**src/rtl/oven_pkg.sv**
```systemverilog
// Shared types and helpers for the oven cook-cycle controller:
// state encoding, BCD digit / temperature widths, mm:ss timer struct.
package oven_pkg;

    localparam int DIGIT_W         = 4;
    localparam int TEMP_W          = 10;
    localparam int AMBIENT_DEFAULT = 70;

    typedef enum logic [2:0] {
        IDLE    = 3'd0,
        ARMED   = 3'd1,
        PREHEAT = 3'd2,
        COOK    = 3'd3,
        PAUSED  = 3'd4,
        DONE    = 3'd5
    } state_t;

    typedef logic [DIGIT_W-1:0] digit_t;

    typedef struct packed {
        digit_t min_tens;
        digit_t min_ones;
        digit_t sec_tens;
        digit_t sec_ones;
    } mmss_t;

    // Saturate an entered digit to the largest legal value for its position
    function automatic digit_t clamp_digit(input digit_t d, input digit_t max_val);
        return (d > max_val) ? max_val : d;
    endfunction

    // Three already-clamped BCD digits to binary (0..999)
    function automatic logic [TEMP_W-1:0] bcd3_to_bin(input digit_t h, input digit_t t, input digit_t o);
        return TEMP_W'(h) * TEMP_W'(100) + TEMP_W'(t) * TEMP_W'(10) + TEMP_W'(o);
    endfunction

endpackage

```
**src/rtl/bcd_down_counter_mmss.sv**
```systemverilog
// Four-digit mm:ss BCD down-counter with clear, load, decrement-enable
// and a zero flag. Decrementing at 00:00 holds the count at 00:00.
module bcd_down_counter_mmss
    import oven_pkg::*;
(
    input  logic  clk,
    input  logic  rst,
    input  logic  clr,
    input  logic  load,
    input  logic  dec,
    input  mmss_t load_val,
    output mmss_t count,
    output logic  zero
);

    mmss_t count_dec;

    // Borrow chain: a zero digit wraps to its maximum and borrows from the digit above
    always_comb begin
        // NOTE: start from a full default so every path assigns every bit and no latch is inferred.
        count_dec = count;
        if (count.sec_ones != 4'd0) begin
            count_dec.sec_ones = count.sec_ones - 4'd1;
        end else begin
            count_dec.sec_ones = 4'd9;
            if (count.sec_tens != 4'd0) begin
                count_dec.sec_tens = count.sec_tens - 4'd1;
            end else begin
                count_dec.sec_tens = 4'd5;
                if (count.min_ones != 4'd0) begin
                    count_dec.min_ones = count.min_ones - 4'd1;
                end else begin
                    count_dec.min_ones = 4'd9;
                    count_dec.min_tens = count.min_tens - 4'd1;
                end
            end
        end
    end

    assign zero = (count == '0);

    // Count register: clear beats load beats decrement
    always_ff @(posedge clk) begin
        // NOTE: non-blocking assignments here so every flop samples pre-edge values.
        if (rst) begin
            count <= '0;
        end else if (clr) begin
            count <= '0;
        end else if (load) begin
            count <= load_val;
        end else if (dec && !zero) begin
            count <= count_dec;
        end
    end

endmodule

```
**src/rtl/oven_cook_ctrl.sv**
```systemverilog
// Cook-cycle sequencer: latches setpoint and mm:ss time from digit entry,
// preheats a simulated cavity, counts the timer down in COOK, drives a
// bang-bang heater, handles door pause / cancel and the end-of-cycle beep.
module oven_cook_ctrl
    import oven_pkg::*;
#(
    parameter int HEAT_STEP  = 25,
    parameter int COOL_STEP  = 10,
    parameter int AMBIENT    = AMBIENT_DEFAULT,
    parameter int BEEP_TICKS = 3
) (
    input  logic              clk,
    input  logic              rst,
    input  logic              tick_1hz,
    input  logic              entry_done,
    input  logic [3:0]        temp_d2,
    input  logic [3:0]        temp_d1,
    input  logic [3:0]        temp_d0,
    input  logic [3:0]        time_d3,
    input  logic [3:0]        time_d2,
    input  logic [3:0]        time_d1,
    input  logic [3:0]        time_d0,
    input  logic              start_btn,
    input  logic              cancel_btn,
    input  logic              door_open,
    output logic              heater_on,
    output logic              beep,
    output logic [3:0]        rem_d3,
    output logic [3:0]        rem_d2,
    output logic [3:0]        rem_d1,
    output logic [3:0]        rem_d0,
    output logic [TEMP_W-1:0] oven_temp,
    output logic [2:0]        state_o
);

    localparam int                BEEP_W     = $clog2(BEEP_TICKS + 1);
    localparam logic [BEEP_W-1:0] BEEP_LAST  = BEEP_W'(BEEP_TICKS - 1);
    localparam logic [TEMP_W-1:0] AMB_T      = TEMP_W'(AMBIENT);
    localparam logic [TEMP_W-1:0] COOL_T     = TEMP_W'(COOL_STEP);
    localparam logic [TEMP_W-1:0] COOL_FLOOR = TEMP_W'(AMBIENT + COOL_STEP);

    state_t              state;
    logic [TEMP_W-1:0]   setpoint;
    logic [BEEP_W-1:0]   beep_cnt;

    mmss_t               rem;
    mmss_t               load_val;
    logic                cnt_zero;
    logic                cnt_one;
    logic                cnt_clr;
    logic                cnt_load;
    logic                cnt_dec;

    logic [TEMP_W-1:0]   entry_setpoint;
    logic [TEMP_W:0]     heat_sum;
    logic [TEMP_W-1:0]   heat_next;
    logic [TEMP_W-1:0]   cool_next;

    logic                cancel_hit;
    logic                start_ok;
    logic                temp_low;

    // Entered digits are clamped before they reach either the timer or the setpoint
    assign load_val.min_tens = clamp_digit(time_d3, 4'd9);
    assign load_val.min_ones = clamp_digit(time_d2, 4'd9);
    assign load_val.sec_tens = clamp_digit(time_d1, 4'd5);
    assign load_val.sec_ones = clamp_digit(time_d0, 4'd9);
    assign entry_setpoint    = bcd3_to_bin(clamp_digit(temp_d2, 4'd9),
                                           clamp_digit(temp_d1, 4'd9),
                                           clamp_digit(temp_d0, 4'd9));

    assign cancel_hit = cancel_btn && (state != IDLE);
    assign start_ok   = start_btn && !door_open && !cnt_zero;
    assign temp_low   = (oven_temp < setpoint);
    assign cnt_one    = (rem == mmss_t'(16'h0001));

    // Saturating heat step and ambient-floored cool step
    assign heat_sum  = {1'b0, oven_temp} + (TEMP_W+1)'(HEAT_STEP);
    assign heat_next = (heat_sum > {1'b0, setpoint}) ? setpoint : heat_sum[TEMP_W-1:0];
    assign cool_next = (oven_temp >= COOL_FLOOR) ? (oven_temp - COOL_T) : AMB_T;

    // Timer strobes, following the same priority as the state machine below
    always_comb begin
        cnt_clr  = cancel_hit;
        cnt_load = 1'b0;
        cnt_dec  = 1'b0;
        if (!cancel_hit) begin
            case (state)
                IDLE:    cnt_load = entry_done;
                ARMED:   cnt_load = entry_done && !start_ok;
                COOK:    cnt_dec  = tick_1hz && !door_open;
                default: ;
            endcase
        end
    end

    bcd_down_counter_mmss u_timer (
        .clk      (clk),
        .rst      (rst),
        .clr      (cnt_clr),
        .load     (cnt_load),
        .dec      (cnt_dec),
        .load_val (load_val),
        .count    (rem),
        .zero     (cnt_zero)
    );

    // Setpoint latch: captured together with the timer digits
    always_ff @(posedge clk) begin
        if (rst) begin
            setpoint <= '0;
        end else if (cnt_load) begin
            setpoint <= entry_setpoint;
        end
    end

    // Cavity model: once per second, heat toward setpoint or cool toward ambient
    always_ff @(posedge clk) begin
        if (rst) begin
            oven_temp <= AMB_T;
        end else if (tick_1hz) begin
            oven_temp <= heater_on ? heat_next : cool_next;
        end
    end

    // Sequencer with registered heater/beep; heater only stays on while remaining in PREHEAT/COOK
    always_ff @(posedge clk) begin
        if (rst) begin
            state     <= IDLE;
            heater_on <= 1'b0;
            beep      <= 1'b0;
            beep_cnt  <= '0;
        end else begin
            heater_on <= 1'b0;
            beep      <= 1'b0;
            if (cancel_hit) begin
                state    <= IDLE;
                beep_cnt <= '0;
            end else begin
                case (state)
                    IDLE: begin
                        if (entry_done) state <= ARMED;
                    end
                    ARMED: begin
                        if (start_ok) state <= PREHEAT;
                    end
                    PREHEAT: begin
                        if (door_open) begin
                            state <= PAUSED;
                        end else begin
                            heater_on <= temp_low;
                            if (!temp_low) state <= COOK;
                        end
                    end
                    COOK: begin
                        if (door_open) begin
                            state <= PAUSED;
                        end else if (tick_1hz && (cnt_one || cnt_zero)) begin
                            state    <= DONE;
                            beep     <= 1'b1;
                            beep_cnt <= '0;
                        end else begin
                            heater_on <= temp_low;
                        end
                    end
                    PAUSED: begin
                        if (start_btn && !door_open) state <= PREHEAT;
                    end
                    DONE: begin
                        if (tick_1hz && (beep_cnt == BEEP_LAST)) begin
                            state    <= IDLE;
                            beep_cnt <= '0;
                        end else begin
                            beep <= 1'b1;
                            if (tick_1hz) beep_cnt <= beep_cnt + BEEP_W'(1);
                        end
                    end
                    default: state <= IDLE;
                endcase
            end
        end
    end

    assign rem_d3  = rem.min_tens;
    assign rem_d2  = rem.min_ones;
    assign rem_d1  = rem.sec_tens;
    assign rem_d0  = rem.sec_ones;
    assign state_o = state;

endmodule
```
**config.mk**
```make
export PLATFORM = sky130hd
export DESIGN_NAME = oven_cook_ctrl
export DESIGN_NICKNAME = d
export VERILOG_FILES = /design/src/rtl/oven_pkg.sv /design/src/rtl/bcd_down_counter_mmss.sv /design/src/rtl/oven_cook_ctrl.sv
export SDC_FILE = /design/constraint.sdc
export NUM_CORES = 1
export LEC_CHECK = 0
export ABC_AREA = 1
export BUFFER_PORTS_ARGS = -buffer_cell sky130_fd_sc_hd__buf_2
export CORE_MARGIN = 5
export CORE_UTILIZATION = 50
export CTS_BUF_LIST = sky130_fd_sc_hd__clkbuf_8
export CTS_CLUSTER_DIAMETER = 30
export DETAILED_ROUTE_END_ITERATION = 7
export GPL_ROUTABILITY_DRIVEN = 0
export PLACE_DENSITY = 0.81
export SYNTH_ARGS = -nofsm -noshare
export SYNTH_HDL_FRONTEND = slang
export SYNTH_SLANG_ARGS = --single-unit
```
**constraint.sdc**
```tcl
create_clock -name clk -period 2.8 [get_ports clk]
set_input_delay 0.14 -clock clk [delete_from_list [all_inputs] [get_ports clk]]
set_output_delay 0.14 -clock clk [all_outputs]
set_load 0.02 [all_outputs]
```
**Word level (Yosys, flattened, before mapping)**

Index checks and enable logic that the tools add are counted.

- Output and inout port bits: 31
- Bits in registers: 43
- Logic and storage cells: 120

- Muxes and demuxes: 44
- $lt $le $gt $ge: 10
- Reductions and logical operators: 26
- Equality and inequality tests: 19
- $add $sub $neg: 9
- Multipliers: 2

Operators by type and width:

| operator | count |
|---|---|
| 4-bit 2-to-1 mux | 11 |
| 16-bit 2-to-1 mux | 2 |
| 10-bit 2-to-1 mux | 3 |
| 4-bit greater-than comparator (second input constant) | 6 |
| 3-bit 2-to-1 mux | 8 |
| 2-bit inequality test (second input constant) | 9 |
| 3-bit one-hot mux with 6 select lines | 1 |
| 16-bit by 1-bit equality test with 1-bit output (second input constant) | 1 |
| 16-bit logical NOT | 1 |
| 4-bit by 1-bit subtractor with 4-bit output (second input constant) | 4 |
| 12-bit 2-to-1 mux | 1 |
| 4-bit nonzero test | 3 |
| 10-bit by 5-bit adder with 11-bit output (second input constant) | 1 |
| 11-bit by 10-bit greater-than comparator with 1-bit output | 1 |
| 10-bit by 4-bit adder with 10-bit output | 1 |
| 10-bit by 8-bit adder with 10-bit output | 1 |
| 10-bit by 7-bit >= comparator with 1-bit output (second input constant) | 1 |
| 10-bit less-than comparator | 1 |
| 10-bit by 4-bit subtractor with 10-bit output (second input constant) | 1 |
| 1-bit 2-to-1 mux | 9 |
| 3-bit inequality test (second input constant) | 3 |
| 1-bit logical AND | 8 |
| 4-bit by 5-bit multiplier with 8-bit output (second input constant) | 1 |
| 2-bit 2-to-1 mux | 4 |
| 20 further kinds | 28 |

**Depth between registers and ports, before layout**

- Depth in word-level cells: 9
- Gate-level depth with buffers: 18

**Cells and area by module**

From an unflattened synthesis, not the netlist that was laid out.

- Cell total of the unflattened synthesis: 654
- Area total of the unflattened synthesis: 4,181.5 µm²

Modules (own cells, without submodules):

| module | seq. area each (µm²) | area an instance (µm²) | cells an instance | instances |
|---|---|---|---|---|
| oven_cook_ctrl | 540.5 | 3,165.5 | 492 | 1 |
| bcd_down_counter_mmss | 320.3 | 1,016.0 | 162 | 1 |

**Least setup slack after synthesis**

No wires, ideal clock.

- Path kind: input -> register
- Start point: in temp_d1[1]
- End point: reg setpoint[6]
- Cell stages on the path: 13
- Arrival time: 2.661 ns
- Buffers on the path: 0
- Setup time: 0.070 ns
- Required time: 2.730 ns
- Setup slack: 0.069 ns
- Cell sequence: inv_1 -> a21oi_1 -> or2_2 -> ha_1 -> ha_1 -> fa_1 -> ha_1 -> ha_1 -> a21o_1 -> a31oi_1 -> xor2_1 -> o21ai_0 -> a21oi_1

- Cells in the longest elaborated chain, start to end: 5

RTL lines:

| element | line | text |
|---|---|---|
| from (decl) | oven_cook_ctrl.sv:17 | `input logic [3:0] temp_d1,` |
| 4-bit greater-than comparator | oven_pkg.sv:29 | `return (d > max_val) ? max_val : d;` |
| 4-bit 2-to-1 mux (*) | oven_pkg.sv:29 |  |
| 4-bit by 3-bit multiplier with 7-bit output (*) | oven_pkg.sv:34 | `return TEMP_W'(h) * TEMP_W'(100) + TEMP_W'(t) * TEMP_W'(10) + TEMP_W'(o);` |
| 10-bit by 8-bit adder with 10-bit output (*) | oven_pkg.sv:34 |  |
| 10-bit by 4-bit adder with 10-bit output (*) | oven_pkg.sv:34 |  |
| to (signal assigned) | oven_cook_ctrl.sv:113 | `setpoint <= entry_setpoint;` |
| to (decl) | oven_cook_ctrl.sv:43 | `logic [TEMP_W-1:0] setpoint;` |

Every way passes the cells marked *; elsewhere a longest branch is shown, timed or not.
A chain may end at the register's enable or synchronous reset.

**Worst setup path in the final report**

- Start point: in temp_d2[1]
- End point: reg setpoint[8]

- Cells in the longest elaborated chain, start to end: 5

RTL lines:

| element | line | text |
|---|---|---|
| from (decl) | oven_cook_ctrl.sv:16 | `input logic [3:0] temp_d2,` |
| 4-bit greater-than comparator | oven_pkg.sv:29 |  |
| 4-bit 2-to-1 mux (*) | oven_pkg.sv:29 |  |
| 4-bit by 5-bit multiplier with 8-bit output (*) | oven_pkg.sv:34 |  |
| 10-bit by 8-bit adder with 10-bit output (*) | oven_pkg.sv:34 |  |
| 10-bit by 4-bit adder with 10-bit output (*) | oven_pkg.sv:34 |  |

Marks and branches as above.

==> key figures <==
GRT
  – Global route overflow: 0
  – GRT Util Overall: 20.7%
  – Pin count of the biggest net entering global routing: 36
  – Vias in the first global route: 3956
  – Antenna violations before repair: 0
  – First-pass GRT wire length: ~18000 um

Status
  – Status: finished clean

Yosys
  – Post-Synthesis Cells: around 640
  – Synthesis warning total: 0
  – Register bit total from synthesis: 43
  – Main flop type after synthesis: dfxtp_1
  – Synth cell count leaders: nand2_1 (134), inv_1 (91), nor2_1 (79), nand3_1 (53), ha_1 (48)
  – Async SR Flop Fraction: 0%
  – Synth top area cells: dfxtp_1 (21%), ha_1 (15%), nand2_1 (12%)
  – Synthesized cell area: 0.00413 mm^2
  – Most frequent cell after synthesis: nand2_1
  – Post-synth EDFFs: 0
  – Yosys top cell area share: 20.9%
  – Sequential share of the synthesized area: about a fifth
  – Netlist cell types: 37
  – Yosys top cell by area: dfxtp_1
  – Syn_nets: 725
  – Synthesized area per cell: roughly 6.5 um^2

Layout
  – Fillers: around 740
  – Final Util: 58.8%
  – Fin nets: 799
  – Area Growth Syn to Fin: 15.9%
  – Layout cell share with drive strength beyond 1: 17.6%
  – Diode count: 0

Setup path
  – Reg2reg path depth: 16
  – Setup crit start: temp_d2[1]
  – Largest fanout on the critical path: 5
  – R2R Path End: oven_temp[6]
  – Crit Path Category: in2reg
  – CP Capture Point: setpoint[8]
  – R2r setup slk: 0.27 ns
  – CP required: 2.98 ns
  – Worst Path Arrival: around 2.9 ns
  – Crit Reg-Reg Startpoint: oven_temp[1]
  – Critical Path End Type: flop
  – CP startpoint kind: input pin

STA
  – Relative slew slack: 68.8%
  – RSZ-0062 raised after global routing: no
  – Finish-stage setup viols: 0
  – Fin crit share: 95.2%
  – Fmax achieved: 375 MHz
  – Setup tns final: 0 ns
  – Actual slew at the worst max-slew pin: 0.468 ns
  – Hold Vio Cnt, Final: 0
  – Count of pins over their slew limit: 0
  – Min Tclk post-route: between 2 and 3 ns
  – Final Skew: 0.0174 ns

Routing
  – # DRC: 0
  – Routed WL per cell: 12.7 um
  – DRT Wirelength: 10400 um
  – Via density: 5.24
  – Routed Antenna Nets: 0
  – DR pass1 iterations: 5
  – Overall via count from detail_route: 4278
  – 1st-iter DRT viols: roughly 230

Die
  – Core box area: between 0.008 and 0.009 mm^2
  – Starting density of the core: around half
  – Die X: 101 um
  – Die area: slightly above 0.01 mm^2
  – IO Count: between 60 and 70
  – Die Y: 101 um
  – Rows: 33

CTS
  – CTS tree: done
  – # H-tree levels: 2
  – Worst skew pair latency: 0.31 ns
  – # Post-CTS Setup Buffers: 0
  – Root Buffer: clkbuf_8
  – CTS Hold Bufs: 0
  – Clk slew on worst S/H paths: 0.09 ns
  – Total CTS buffers: 5
  – CTS Sinks: 43
  – CTS max path bufs: 2

Power
  – Leakage power: 2.56 nW
  – Worst-case vdd ir drop: slightly above 0.0005 V
  – PD cells: 801 mW/mm^2

Hold path
  – HP Start: rst
  – Worst hold path class: in2reg

Job
  – Max_cap viols: 0

Placed design
  – Count of input and output buffers: 65
  – Post-DP HPWL: roughly 8200 um
==> cells by family (layout without fill, tap and decap cells) <==
| family | after synthesis | count (layout) | share of synthesized area [%] |
|---|---|---|---|
| simple gates | 310 | 310 | 34.4 |
| buf+inv | 110 | 185 | 10.4 |
| fa+ha+maj | 53 | 53 | 17.0 |
| flops | 43 | 43 | 20.9 |
| compound gates | 99 | 99 | 12.7 |
| xor+xnor | 22 | 22 | 4.67 |
==> worst min path at each step <==
stage                     slack [ns]           end  cells past startpoint
after CTS                        0.1  oven_temp[0]                      2
final                           0.09  oven_temp[0]                      2
after detailed placement        0.43  oven_temp[0]                      2
after global placement          0.40  oven_temp[0]                      2
after global routing            0.09  oven_temp[0]                      2
after floorplan                 0.21  oven_temp[0]                      1
==> layout make-up <==
| type | count | area, um^2 | area share (%) |
|---|---|---|---|
| Multi-Input combinational cell | 484 | 2890 | 60.4 |
| Sequential cell | 43 | 863 | 18.1 |
| Timing Repair Buffer | 82 | 453 | 9.47 |
| Inverter | 95 | 357 | 7.46 |
| Tap cell | 105 | 131 | 2.75 |
| Clock buffer | 5 | 68.8 | 1.44 |
| Clock inverter | 3 | 20.0 | 0.419 |
==> through the flow <==
step,area [um^2],hold WS [ns],cells,setup slack [ns],power (mW)
6_report,4780,0.0932,817,0.135,3.83
5_1_grt,4780,0.0923,817,0.00203,4.21
4_1_cts,4730,0.0997,817,0.106,3.77
3_5_place_dp,4640,0.427,809,-0.205,3.33
3_3_place_gp,4640,0.404,809,-0.0645,3.25
2_1_floorplan,4130,0.209,637,0.0692,2.78
==> layout by cell type, fill, tap and decap left out, types with 5 or more instances in the layout <==
cell type,instances
clkbuf_8,5
nand2_2,7
o21ai_1,5
xnor2_1,6
nor2_1,79
inv_1,91
xor2_1,16
nand3b_1,7
dfxtp_1,41
nand3_1,53
nand2_1,133
nor2_2,6
ha_1,44
a21oi_1,38
nand4_1,8
fa_1,5
buf_4,17
o21ai_0,43
buf_2,65
==> worst max-delay path, cell delays in order <==
cell	delay (ns)
buf_2	0.10
inv_1	0.07
a21oi_1	0.08
nor2_1	0.12
inv_1	0.08
ha_1	0.29
ha_1	0.17
inv_1	0.06
fa_1	0.47
inv_1	0.04
ha_1	0.32
ha_4	0.27
a21oi_1	0.24
nand3_1	0.15
xnor2_1	0.16
a21oi_1	0.08
==> report_power, final <==
part           switching, mW  internal [mW]  total, mW
registers              0.165          0.773      0.938
clock network          0.244          0.174      0.418
logic                   1.58          0.888       2.47
==> sequential cells by signal, summed over array words and instances (netlist names) <==
| signal | count |
|---|---|
| beep_cnt | 2 |
| state_o | 3 |
| u_timer.count | 16 |
| heater_on | 1 |
| beep | 1 |
| oven_temp | 10 |
| setpoint | 10 |
==> what timing repair did <==
action                                 CTS  global route
setup endpoints to repair                0            14
endpoints found under the hold margin    0             0
gates resized for setup                  0             7
==> layer usage <==
| layer | up-vias | share of wire [%] | wire, um | GRT usage [%] |
|---|---|---|---|---|
| met4 | 0 | 1.5 | 159 | 6.22 |
| met5 | - | 0 | 0 | 0 |
| met2 | 132 | 48 | 4970 | 34.1 |
| li1 | 2199 | - | - | - |
| met1 | 1932 | 44 | 4620 | 27.7 |
| met3 | 15 | 6.3 | 656 | 3.67 |
Power figures use the tool's default switching activity.
